## config.mk

```make
export PLATFORM = sky130hd
export DESIGN_NAME = hex_display_scanner_flat
export DESIGN_NICKNAME = d
export VERILOG_FILES = /design/src/rtl/hex_display_scanner_if.sv /design/src/rtl/hex_display_scanner.sv /design/src/flat_wrapper.sv
export SDC_FILE = /design/constraint.sdc
export NUM_CORES = 1
export LEC_CHECK = 0
export ABC_AREA = 0
export BUFFER_PORTS_ARGS = -buffer_cell sky130_fd_sc_hd__buf_4
export CAP_MARGIN = 10
export CORE_AREA = 5 5 104 106
export DETAILED_ROUTE_END_ITERATION = 7
export DIE_AREA = 0 0 109 111
export PLACE_DENSITY_LB_ADDON = 0.12
export SYNTH_ARGS = -nofsm -noshare
export SYNTH_HDL_FRONTEND = slang
export SYNTH_SLANG_ARGS = --single-unit
export TNS_END_PERCENT = 1
```

## constraint.sdc

```tcl
create_clock -name iClk -period 2.3 [get_ports iClk]
set_clock_uncertainty 0.15 [all_clocks]
set_input_delay 0.46 -clock iClk [delete_from_list [all_inputs] [get_ports iClk]]
set_output_delay 0.46 -clock iClk [all_outputs]
set_load 0.005 [all_outputs]
```

## src/rtl/hex_display_scanner_if.sv

```systemverilog
`default_nettype none
// ============================================================================
// Module   : hex_display_scanner_if
// Brief    : CPU-side register bus for the multiplexed hex display scanner.
// Revision : 1.0  initial release
// ============================================================================
interface hex_display_scanner_if;
    logic        iChip_select_n;
    logic        iWrite_n;
    logic        iAddress;
    logic [31:0] iData;
    logic [31:0] oReadData;

    modport master (
        output iChip_select_n, iWrite_n, iAddress, iData,
        input  oReadData
    );

    modport slave (
        input  iChip_select_n, iWrite_n, iAddress, iData,
        output oReadData
    );
endinterface
`default_nettype wire

```

## src/rtl/hex_display_scanner.sv

```systemverilog
`default_nettype none
// ============================================================================
// Module   : hex_display_scanner
// Brief    : Time-multiplexed active-low 7-segment driver with VALUE/CTRL
//            registers; optional HEX_LEADING_ZERO_BLANK_EN hides leading zeros.
// Revision : 1.0  initial release
// ============================================================================
module hex_display_scanner #(
    parameter int NUM_DIGITS  = 8,
    parameter int SCAN_DIV    = 50000,
    parameter int DEAD_CYCLES = 2
) (
    input  wire                     iClk,
    input  wire                     iReset_n,
    hex_display_scanner_if.slave    bus,
    output logic [6:0]              oSeg_n,
    output logic [NUM_DIGITS-1:0]   oDigit_n
);
    localparam int PW = $clog2(SCAN_DIV);
    localparam int IW = (NUM_DIGITS > 1) ? $clog2(NUM_DIGITS) : 1;
    localparam logic [PW-1:0] c_presMax = PW'(SCAN_DIV - 1);
    localparam logic [PW-1:0] c_dead    = PW'(DEAD_CYCLES);
    localparam logic [IW-1:0] c_idxMax  = IW'(NUM_DIGITS - 1);

    logic [31:0]           r_value;
    logic                  r_enable;
    logic [NUM_DIGITS-1:0] r_blank;
    logic [PW-1:0]         r_prescaler;
    logic [IW-1:0]         r_index;

    logic [31:0]           w_ctrlRead;
    logic [NUM_DIGITS-1:0] w_suppress;
    logic [NUM_DIGITS-1:0] w_digitSel;
    logic [3:0]            w_nibble;
    logic                  w_lit;

    function automatic logic [6:0] segDecode(input logic [3:0] nib);
        case (nib)
            4'h0: segDecode = 7'h40;
            4'h1: segDecode = 7'h79;
            4'h2: segDecode = 7'h24;
            4'h3: segDecode = 7'h30;
            4'h4: segDecode = 7'h19;
            4'h5: segDecode = 7'h12;
            4'h6: segDecode = 7'h02;
            4'h7: segDecode = 7'h78;
            4'h8: segDecode = 7'h00;
            4'h9: segDecode = 7'h10;
            4'hA: segDecode = 7'h08;
            4'hB: segDecode = 7'h03;
            4'hC: segDecode = 7'h46;
            4'hD: segDecode = 7'h21;
            4'hE: segDecode = 7'h06;
            default: segDecode = 7'h0E;
        endcase
    endfunction

`ifdef HEX_LEADING_ZERO_BLANK_EN
    // A digit is a leading zero when it and every more-significant digit are 0.
    generate
        for (genvar k = 0; k < NUM_DIGITS; k++) begin : g_suppress
            if (k == 0) begin : g_first
                assign w_suppress[k] = 1'b0;
            end else begin : g_upper
                assign w_suppress[k] = ~|r_value[4*NUM_DIGITS-1:4*k];
            end
        end
    endgenerate
`else
    assign w_suppress = '0;
`endif

    always_comb begin
        w_ctrlRead = '0;
        w_ctrlRead[0] = r_enable;
        w_ctrlRead[8 +: NUM_DIGITS] = r_blank;
    end

    assign w_nibble = r_value[{r_index, 2'b00} +: 4];
    assign w_lit    = r_enable && (r_prescaler >= c_dead)
                      && !r_blank[r_index] && !w_suppress[r_index];

    always_comb begin
        w_digitSel = '1;
        for (int k = 0; k < NUM_DIGITS; k++) begin
            if (IW'(k) == r_index) w_digitSel[k] = 1'b0;
        end
    end

    always_ff @(posedge iClk or negedge iReset_n) begin
        if (!iReset_n) begin
            r_value       <= '0;
            r_enable      <= 1'b0;
            r_blank       <= '0;
            r_prescaler   <= '0;
            r_index       <= '0;
            bus.oReadData <= '0;
            oSeg_n        <= 7'h7F;
            oDigit_n      <= '1;
        end else begin
            if (!bus.iChip_select_n && !bus.iWrite_n) begin
                if (bus.iAddress) begin
                    r_enable <= bus.iData[0];
                    r_blank  <= bus.iData[8 +: NUM_DIGITS];
                end else begin
                    r_value  <= bus.iData;
                end
            end
            if (!bus.iChip_select_n && bus.iWrite_n) begin
                bus.oReadData <= bus.iAddress ? w_ctrlRead : r_value;
            end

            if (!r_enable) begin
                r_prescaler <= '0;
                r_index     <= '0;
            end else if (r_prescaler == c_presMax) begin
                r_prescaler <= '0;
                r_index     <= (r_index == c_idxMax) ? '0 : r_index + 1'b1;
            end else begin
                r_prescaler <= r_prescaler + 1'b1;
            end

            // Output stage lags the counters by one cycle.
            if (w_lit) begin
                oDigit_n <= w_digitSel;
                oSeg_n   <= segDecode(w_nibble);
            end else begin
                oDigit_n <= '1;
                oSeg_n   <= 7'h7F;
            end
        end
    end
endmodule
`default_nettype wire

```

## src/flat_wrapper.sv

```systemverilog
// flat-port wrapper written by rule: the top's interface ports become plain ports
module hex_display_scanner_flat 
#(
    parameter int NUM_DIGITS  = 8,
    parameter int SCAN_DIV    = 50000,
    parameter int DEAD_CYCLES = 2
)
  (iClk, iReset_n, oSeg_n, oDigit_n, bus_iChip_select_n, bus_iWrite_n, bus_iAddress, bus_iData, bus_oReadData);
  hex_display_scanner_if bus_i ();
  input  wire iClk;
  input  wire iReset_n;
  output logic [6:0] oSeg_n;
  output logic [NUM_DIGITS-1:0] oDigit_n;
  input wire logic [$bits(bus_i.iChip_select_n)-1:0] bus_iChip_select_n;
  input wire logic [$bits(bus_i.iWrite_n)-1:0] bus_iWrite_n;
  input wire logic [$bits(bus_i.iAddress)-1:0] bus_iAddress;
  input wire logic [$bits(bus_i.iData)-1:0] bus_iData;
  output wire logic [$bits(bus_i.oReadData)-1:0] bus_oReadData;
  assign bus_i.iChip_select_n = bus_iChip_select_n;
  assign bus_i.iWrite_n = bus_iWrite_n;
  assign bus_i.iAddress = bus_iAddress;
  assign bus_i.iData = bus_iData;
  assign bus_oReadData = bus_i.oReadData;
  hex_display_scanner #(.NUM_DIGITS(NUM_DIGITS), .SCAN_DIV(SCAN_DIV), .DEAD_CYCLES(DEAD_CYCLES)) u_core (.iClk(iClk), .iReset_n(iReset_n), .bus(bus_i), .oSeg_n(oSeg_n), .oDigit_n(oDigit_n));
endmodule
```

; ---- Yosys cells after proc, flatten, opt, wreduce, memory -nomap -nowiden
; Memory sizes are Yosys's and may differ from the RTL's.
; Index checks and enable logic that the tools add are counted.
[classes]
add_sub_neg = 2
n_lt_le_gt_ge = 2
eq_ne = 10
n_shift = 1
n_mux = 19
bitwise = 1
reduce_logical = 12
[op_table]
columns = cell, count
row1 = $mux W16, 2
row2 = $mux W32, 1
row3 = $shiftx A32 B6 Y4, 1
row4 = $add A16 B1 Y16 const B, 1
row5 = $eq A16 B16 Y1 const B, 1
row6 = $ge A16 B2 Y1 const B, 1
row7 = $eq A3 B3 Y1 const A, 4
row8 = $mux W1, 10
row9 = $mux W3, 3
row10 = $mux W8, 1
row11 = $mux W7, 1
row12 = $eq A2 B3 Y1 const A, 2
row13 = $logic_and A1 B1 Y1, 5
row14 = $logic_not A1 Y1, 4
row15 = $lt A3 B4 Y1 const B, 1
row16 = $reduce_and A2 Y1, 2
row17 = $add A3 B1 Y3 const B, 1
row18 = $bmux W1 S3, 1
row19 = $eq A1 B3 Y1 const A, 1
row20 = $eq A3 B3 Y1 const B, 1
row21 = $logic_not A3 Y1, 1
row22 = $ne A2 B2 Y1 const B, 1
row23 = $not A1 Y1, 1
[word_totals]
reg_bits = 107
mem_bits_ro = 120
memories = 2
[memory_table]
columns = name, words, word_bits, read_ports, rd_ports_with_merged_regs, write_ports, line
row1 = (name not given), 16, 7, 1, 0, 0, hex_display_scanner.sv:38  ; case (nib)
row2 = (name not given), 8, 1, 1, 0, 0, hex_display_scanner.sv:81  ; && !r_blank[r_index] && !w_suppress[r_index];

; ---- Logic depth before layout (Yosys ltp)
; Gate-level depths: netlist (run 1).
[depth]
ltp_word = 6
ltp_mapped = 10
ltp_nobuf = 9

; ---- Worst setup path before layout (run 1)
; OpenSTA, ideal clock, no wires.
[synth_timing]
path_type = flip-flop to flip-flop
from = register u_core.r_index[0]
to = register u_core.oSeg_n[3]
setup_ns = 0.081
arrival_time_ns = 2.209
t_required_ns = 2.069
slack_ns = -0.140
stages_incl_launch_ff = 10
synth_period_minus_slack_ns = 2.440
path_cell_list = dfrtp_1 > buf_2 > mux4_2 > mux2_2 > inv_1 > ha_1 > inv_1 > mux2_2 > mux2i_1 > nand2_1
[synth_between]
elab_chain_len = 6
elab_cells_between_ends = 11
classes_between = shift: 1 / mux: 4 / reduce/logical: 4 / memory: 2
[synth_lines]
columns = item, line
row1 = start: declaration, hex_display_scanner.sv:29  ; logic [IW-1:0] r_index;
row2 = start signal: assignment, hex_display_scanner.sv:118  ; r_index <= (r_index == c_idxMax) ? '0 : r_index + 1'b1;
row3 = branches (longest 5 deep; another with $mem_v2 Z16 W7), --
row4 = $mux W7 *, hex_display_scanner.sv:124  ; if (w_lit) begin
row5 = end signal: assignment, hex_display_scanner.sv:126  ; oSeg_n <= segDecode(w_nibble);
row6 = end: declaration, hex_display_scanner.sv:16  ; output logic [6:0] oSeg_n,
; Every way passes the cells marked *. The select of a mux whose other input is x is not followed.
; A chain may end at the register's enable or synchronous reset.

; ---- Worst setup path in the final report (run 1)
; Same ends and word-level chain as after synthesis.

==> impl_metrics.csv, run 1 <==
group,metric,value,unit
status,outcome,"complete, no violations",
critical_path,rr_endpoint,"u_core.oSeg_n[3]",
yosys,avgSynthCellArea,11.9,sq um
floorplanning,coreArea,9680,sq um
grt,antenna_found_initial,0,
sta,finalHoldViolCount,0,
clocking,cts_root_buffer,"clkbuf_8",
critical_path,cp-start-kind,"flop",
floorplanning,die_x,109,microns
sta,setup_slack,0.0867,ns
drt,wl,10800,microns
floorplanning,die_area,12100,sq um
sta,slew_violations,0,
clocking,clkLatencyLatePin,0.38,ns
grt,grt_pass1_vias,3442,
finish,fin_nets,566,
placed_design,io_buffers,83,
drt,dr.pass1.iters,4,
sta,fmax,452,MHz
sta,rsz0062_at_grt,"true",
sta,worst_slew_pin_slew,0.597,ns
critical_path,r2r-start,"u_core.r_index[0]",
critical_path,slowest_stage,"mux4_2",
critical_path,r2r_cells,8,
floorplanning,dieHeight,111,microns
critical_path,crit_fanout,7,
yosys,ys_seq_elements,107,
floorplanning,initial_core_util,50.5,%
sta,fin_setup_tns,0,ns
finish,diodes,0,
grt,grt_pass1_wl,17900,microns
placed_design,pre_cts_slack,-0.00978,ns
drt,dr_total_vias,3346,
yosys,yosys_warnings,0,
yosys,syn_area,4890,sq um
yosys,ys_types,34,
power,leakage,0.00279,uW
critical_path,path_class,"reg -> reg",
sta,period_needed,2.21,ns
power,power.total,4670,uW
floorplanning,fp-row-count,36,
min_path,hp-class,"in -> reg",
drt,drt_iter0_drc,127,
clocking,cts_buffers,9,
clocking,clk_pin_slew,0.10,ns
yosys,synth_cells,412,
clocking,cts_htree_levels,3,
sta,maxSlewHeadroom,59.8,%
flow_run,cap_violations,0,
critical_path,worst-path-stages,8,
critical_path,crit_family,"multiplexers",
grt,gr-total-overflow,0,
critical_path,crit_path_start,"u_core.r_index[0]",
power,ir_drop,508,uV
critical_path,rrSetupSlack,0.09,ns
clocking,cts_tree,"yes",
power,powerDensity,759,nW/um^2
finish,area_growth_syn_to_layout,25.7,%
critical_path,worstSetupEndpointType,"flop",
placed_design,dp_hpwl,7770,microns
sta,min_period_over_period,96.2,%
drt,via_per_inst,5.12,
critical_path,crit_arrival,2.38,ns
yosys,ys_seq_area_share,55.1,%
drt,postRouteAntennaNets,0,
placed_design,gp_congestion,0.830,
finish,utilization,63.5,%
critical_path,crit_path_end,"u_core.oSeg_n[3]",
critical_path,worst-path-buf-inv,2,
critical_path,critPathMaxStageDelay,0.52,ns
sta,finalSetupViolations,0,
critical_path,path_cells,"mux4_2 > mux2_4 > inv_2 > ha_1 > inv_1 > mux2_2 > mux2i_1 > nand2_1",
floorplanning,io-pin-count,84,
yosys,synth_nets,463,
grt,gr-usage-all-layers,19.0,%
critical_path,cp.required,2.46,ns
grt,grt_max_degree,46,
clocking,max-clock-path-buffers,2,
drt,wl_per_cell,16.5,microns
clocking,cts.sinks,107,
finish,layout-drive-gt1-share,41.5,%
drt,drc,0,
worst min path at each step:
stage | from | to | slack, ns | depth (start not counted)
global route | bus_iData[18] | u_core.r_value[18] | 0.12 | 2
CTS | bus_iData[1] | u_core.r_value[1] | 0.13 | 2
finish | bus_iData[20] | u_core.r_value[20] | 0.15 | 2
detailed placement | iReset_n | u_core.r_prescaler[13] | 0.31 | 1
floorplan | iReset_n | u_core.bus.oReadData[0] | 0.01 | 0
global placement | iReset_n | u_core.r_prescaler[13] | 0.31 | 1
layer usage:
| layer | wire length, microns | track usage, % |
|---|---|---|
| met2 | 5170 | 28.4 |
| met3 | 740 | 6.41 |
| met1 | 4800 | 26.9 |
| met4 | 99 | 3.96 |
| met5 | 0 | 0 |
registers in the layout, summed over array words and instances, names as in the netlist:
| name | flops |
|---|---|
| u_core.bus.oReadData | 32 |
| u_core.r_value | 32 |
| u_core.r_prescaler | 16 |
| u_core.oSeg_n | 7 |
| u_core.r_index | 3 |
| u_core.r_blank | 8 |
| u_core.oDigit_n | 8 |
| u_core.r_enable | 1 |
power by group:
group / total [uW] / internal [uW] / switching (uW)
clock: 1310 / 634 / 676
combinational: 973 / 556 / 417
sequential: 2380 / 2170 / 216
area by class of cell:
class | instances | area (sq um)
sequential | 107 | 2700
tap | 133 | 166
fill | 778 | 3540
inverter | 11 | 41.3
clock inverter | 7 | 105
timing repair buffer | 114 | 896
clock buffer | 9 | 124
multi-input combinational | 272 | 2120
cells by family (layout without fill, tap and decap cells):
group	Yosys count	in the layout	synth area share, %
AO/OA/AOI/OAI	44	44	5.09
XOR/XNOR	14	14	2.51
adder cells (fa/ha/maj)	14	14	3.58
buffers and inverters	33	141	2.69
flip-flops	107	107	55.1
multiplexers	71	71	18.3
AND/OR/NAND/NOR	129	129	12.7
through the flow:
step / instance area (sq um) / hold WS, ns / cells
2_1_floorplan: 4900 / 0.0144 / 412
3_3_place_gp: 5830 / 0.313 / 632
3_5_place_dp: 5830 / 0.310 / 632
4_1_cts: 6080 / 0.130 / 650
5_1_grt: 6150 / 0.123 / 653
6_report: 6150 / 0.149 / 653
cells in the final DEF, fill, tap and decap left out, types with 10 or more instances in the layout:
cell      instances
dfstp_2          15
mux2_2           43
o21ai_0          33
buf_4           110
mux4_2           10
ha_1             11
nand2_1          48
dfrtp_1          90
nor2_1           19
nand2b_1         25
nand3_1          15
mux2i_1          15
synth_stat cells, drive strengths merged:
cell,n,area share [%]
a21boi,2,0.31
a21oi,2,0.20
and2,3,0.38
and3,2,0.31
buf,6,0.59
clkbuf,16,1.3
dfrtp,92,47
dfstp,15,8.1
ha,14,3.6
inv,11,0.84
mux2,44,10
mux2i,17,3.6
mux4,10,4.6
nand2,49,3.8
nand2b,26,3.3
nand3,15,1.5
nor2,19,1.5
nor3,4,0.41
nor3b,1,0.15
nor4,4,0.51
o211a,1,0.20
o211ai,1,0.15
o21ai,33,3.4
o221ai,4,0.72
o22ai,1,0.13
or2,1,0.13
or3,3,0.38
or3b,1,0.18
or4,1,0.15
xnor2,8,1.4
xor2,6,1.1
repair_timing:
action	CTS	global route
hold buffers	1	0
buffers inserted	1	3
setup endpoints to repair	1	9
gates resized for setup	1	13
endpoints found under the hold margin	22	0
pin swaps	0	1
(Power assumes the default switching activity.)
==> run 2, diff against run 1 <==
Settings changed: ABC_AREA 0 to 1, CORE_AREA 5 5 104 106 to 5 5 108 110, DIE_AREA 0 0 109 111 to 0 0 113 115.
==> impl_metrics.csv, run 2 <==
group,metric,value,unit
finish,area_growth_syn_to_layout,19.7,%
yosys,synth-compound-area-share,9.47,%
critical_path,path_class,"reg -> reg",
clocking,cts_root_buffer,"clkbuf_8",
power,power.total,4290,uW
yosys,synth_xor_area_share,0.337,%
placed_design,io_buffers,83,
critical_path,cp.required,2.45,ns
sta,rsz0062_at_grt,"false",
drt,drt_iter0_drc,298,
clocking,cts_buffers,9,
power,p_int,3020,uW
finish,mostFrequentLayoutCell,"nand2_1",
sta,worst_slew_pin_slew,0.525,ns
critical_path,crit_fanout,13,
floorplanning,coreArea,10600,sq um
drt,wl_per_cell,14.2,microns
yosys,yosys-top-cells-count,"nand2_1, dfrtp_1, nor2_1",
drt,drc,0,
sta,min_period_over_period,85.8,%
yosys,yosysTopAreaCellShare,44.2,%
yosys,ys_types,30,
yosys,synth_top_family_by_area,"simple AND/OR/NAND/NOR gates",
yosys,yosys.area.top_type,"dfrtp_1",
clocking,clkLatencyLatePin,0.37,ns
sta,fmax,506,MHz
floorplanning,die_area,13000,sq um
floorplanning,io-pin-count,84,
finish,multiInputGateArea,2130,sq um
clocking,post_cts_resize_count,0,
grt,grt_pass1_vias,4426,
yosys,avgSynthCellArea,8.17,sq um
flow_run,cap_violations,0,
finish,largestRegisters,"u_core.bus.oReadData x32, u_core.r_value x32, u_core.r_prescaler x16",
yosys,synthTopCellsByArea,"dfrtp_1, nand2_1, dfstp_2, nand3_1, nor2_1",
placed_design,gp_congestion,0.871,
drt,dr.pass1.iters,4,
sta,finalSetupViolations,0,
finish,final_cell_mix,"nand2_1, buf_4, dfrtp_1",
finish,layout-drive-gt1-share,21.4,%
sta,maxSlewHeadroom,64.9,%
grt,grt_pass1_wl,21300,microns
yosys,yosys.area_share.simple,27.1,%
grt,antenna_found_initial,0,
placed_design,dp_hpwl,9190,microns
critical_path,cp-start-kind,"flop",
clocking,cts_htree_levels,3,
power,seq_power_share,52.7,%
yosys,synth_cells,637,
power,ir_drop,366,uV
power,clkPwrFrac,27.5,%
drt,dr_total_vias,4376,
grt,grt_max_degree,42,
yosys,synth_nets,688,
power,p_sw_share,29.6,%
sta,period_needed,1.97,ns
floorplanning,dieHeight,115,microns
power,powerDensity,689,nW/um^2
yosys,synthMuxAreaShare,0.649,%
power,p_sw,1270,uW
finish,fin_nets,771,
critical_path,crit_arrival,2.12,ns
min_path,hp-class,"in -> reg",
clocking,cts.sinks,107,
sta,fin_setup_tns,0,ns
sta,finalHoldViolCount,0,
drt,postRouteAntennaNets,0,
finish,seqCellArea,2700,sq um
floorplanning,die_x,113,microns
yosys,synth_most_common_cell,"nand2_1",
power,leakage,0.00310,uW
yosys,synth_adder_area_share,3.37,%
drt,wl,12200,microns
drt,via_per_inst,5.06,
yosys,syn_area,5200,sq um
critical_path,worstSetupEndpointType,"flop",
sta,setup_slack,0.325,ns
yosys,ys_seq_area_share,51.8,%
clocking,cts_tree,"yes",
yosys,ys_seq_elements,107,
clocking,clk_pin_slew,0.10,ns
grt,gr-usage-all-layers,20.3,%
yosys,synthFlopType,"dfrtp_1",
yosys,yosys_warnings,0,
finish,diodes,0,
sta,slew_violations,0,
yosys,synth_edf_count,0,
placed_design,pre_cts_slack,0.368,ns
floorplanning,initial_core_util,49.1,%
floorplanning,fp-row-count,38,
grt,gr-total-overflow,0,
status,outcome,"complete, no violations",
yosys,async_flop_share,100,%
power,p_comb_share,19.9,%
clocking,max-clock-path-buffers,2,
finish,fillCellCount,963,
[run 2: worst max-delay path: stages (launching register included)]
cell and delay (ns):
dfrtp_1 0.41, inv_2 0.18, nand2_1 0.08, nand3_1 0.07
nand2_1 0.07, o21ai_2 0.25, inv_1 0.14, ha_1 0.24
nand3_1 0.12, nand2_1 0.07, nand2_1 0.06, nand3_1 0.06
[run 2: cell families (layout without fill, tap and decap cells)]
group	count (synthesis)	after routing
AOI/OAI and AO/OA	91	91
and+or+nand+nor	326	326
DFF	107	107
muxes	3	3
buffers and inverters	94	182
xor gates and xnor gates	2	2
adders and majority gates	14	14
[run 2: metrics by stage]
stage	instances	utilization [%]	instance area, sq um	hold WS (ns)
after floorplan	637	-	5200	0.0144
after global placement	848	56.8	6020	0.299
final	865	58.7	6230	0.163
after detailed placement	848	56.8	6020	0.303
after global routing	865	58.7	6230	0.147
after CTS	865	58.7	6230	0.146
[run 2: worst paths after layout]
check,cells past startpoint,endpoint,startpoint,slack [ns]
worst max register to register,11,u_core.oSeg_n[3],u_core.r_index[0],0.33
worst max-delay path,11,u_core.oSeg_n[3],u_core.r_index[0],0.33
worst min-delay path,2,u_core.r_value[4],bus_iData[4],0.16
min in group asynchronous,2,u_core.bus.oReadData[6],iReset_n,0.42
max in group asynchronous,3,u_core.oDigit_n[0],iReset_n,0.93
worst min register to register,1,u_core.r_prescaler[0],u_core.r_prescaler[0],0.34
[run 2: area by class of cell]
class	instances	share of cell area [%]
Sequential cell	107	43.3
Multi-Input combinational cell	436	34.3
Timing Repair Buffer	99	12.4
Inverter	67	4.04
Tap cell	140	2.81
Clock buffer	11	2.27
Clock inverter	5	0.964
[run 2: power by group through the flow]
stage | registers, uW | logic (uW) | clock network, uW
after detailed placement | 2300 | 861 | 0
after global routing | 2290 | 979 | 1300
final | 2260 | 853 | 1180
after CTS | 2260 | 868 | 1230
after global placement | 2290 | 845 | 0
after floorplan | 2260 | 465 | 0
[run 2: timing repair]
action                                 CTS  global route
hold buffers                             1             0
setup buffers                            0             0
setup endpoints to repair                0             0
endpoints found under the hold margin   29             0
[run 2: routing by layer]
metal	wire, microns	part of all wire (%)	global-route usage (%)
met4	142	1.2	7.85
met3	531	4.3	3.26
met2	6220	51	35.3
met5	0	0	0
met1	5350	44	25.4
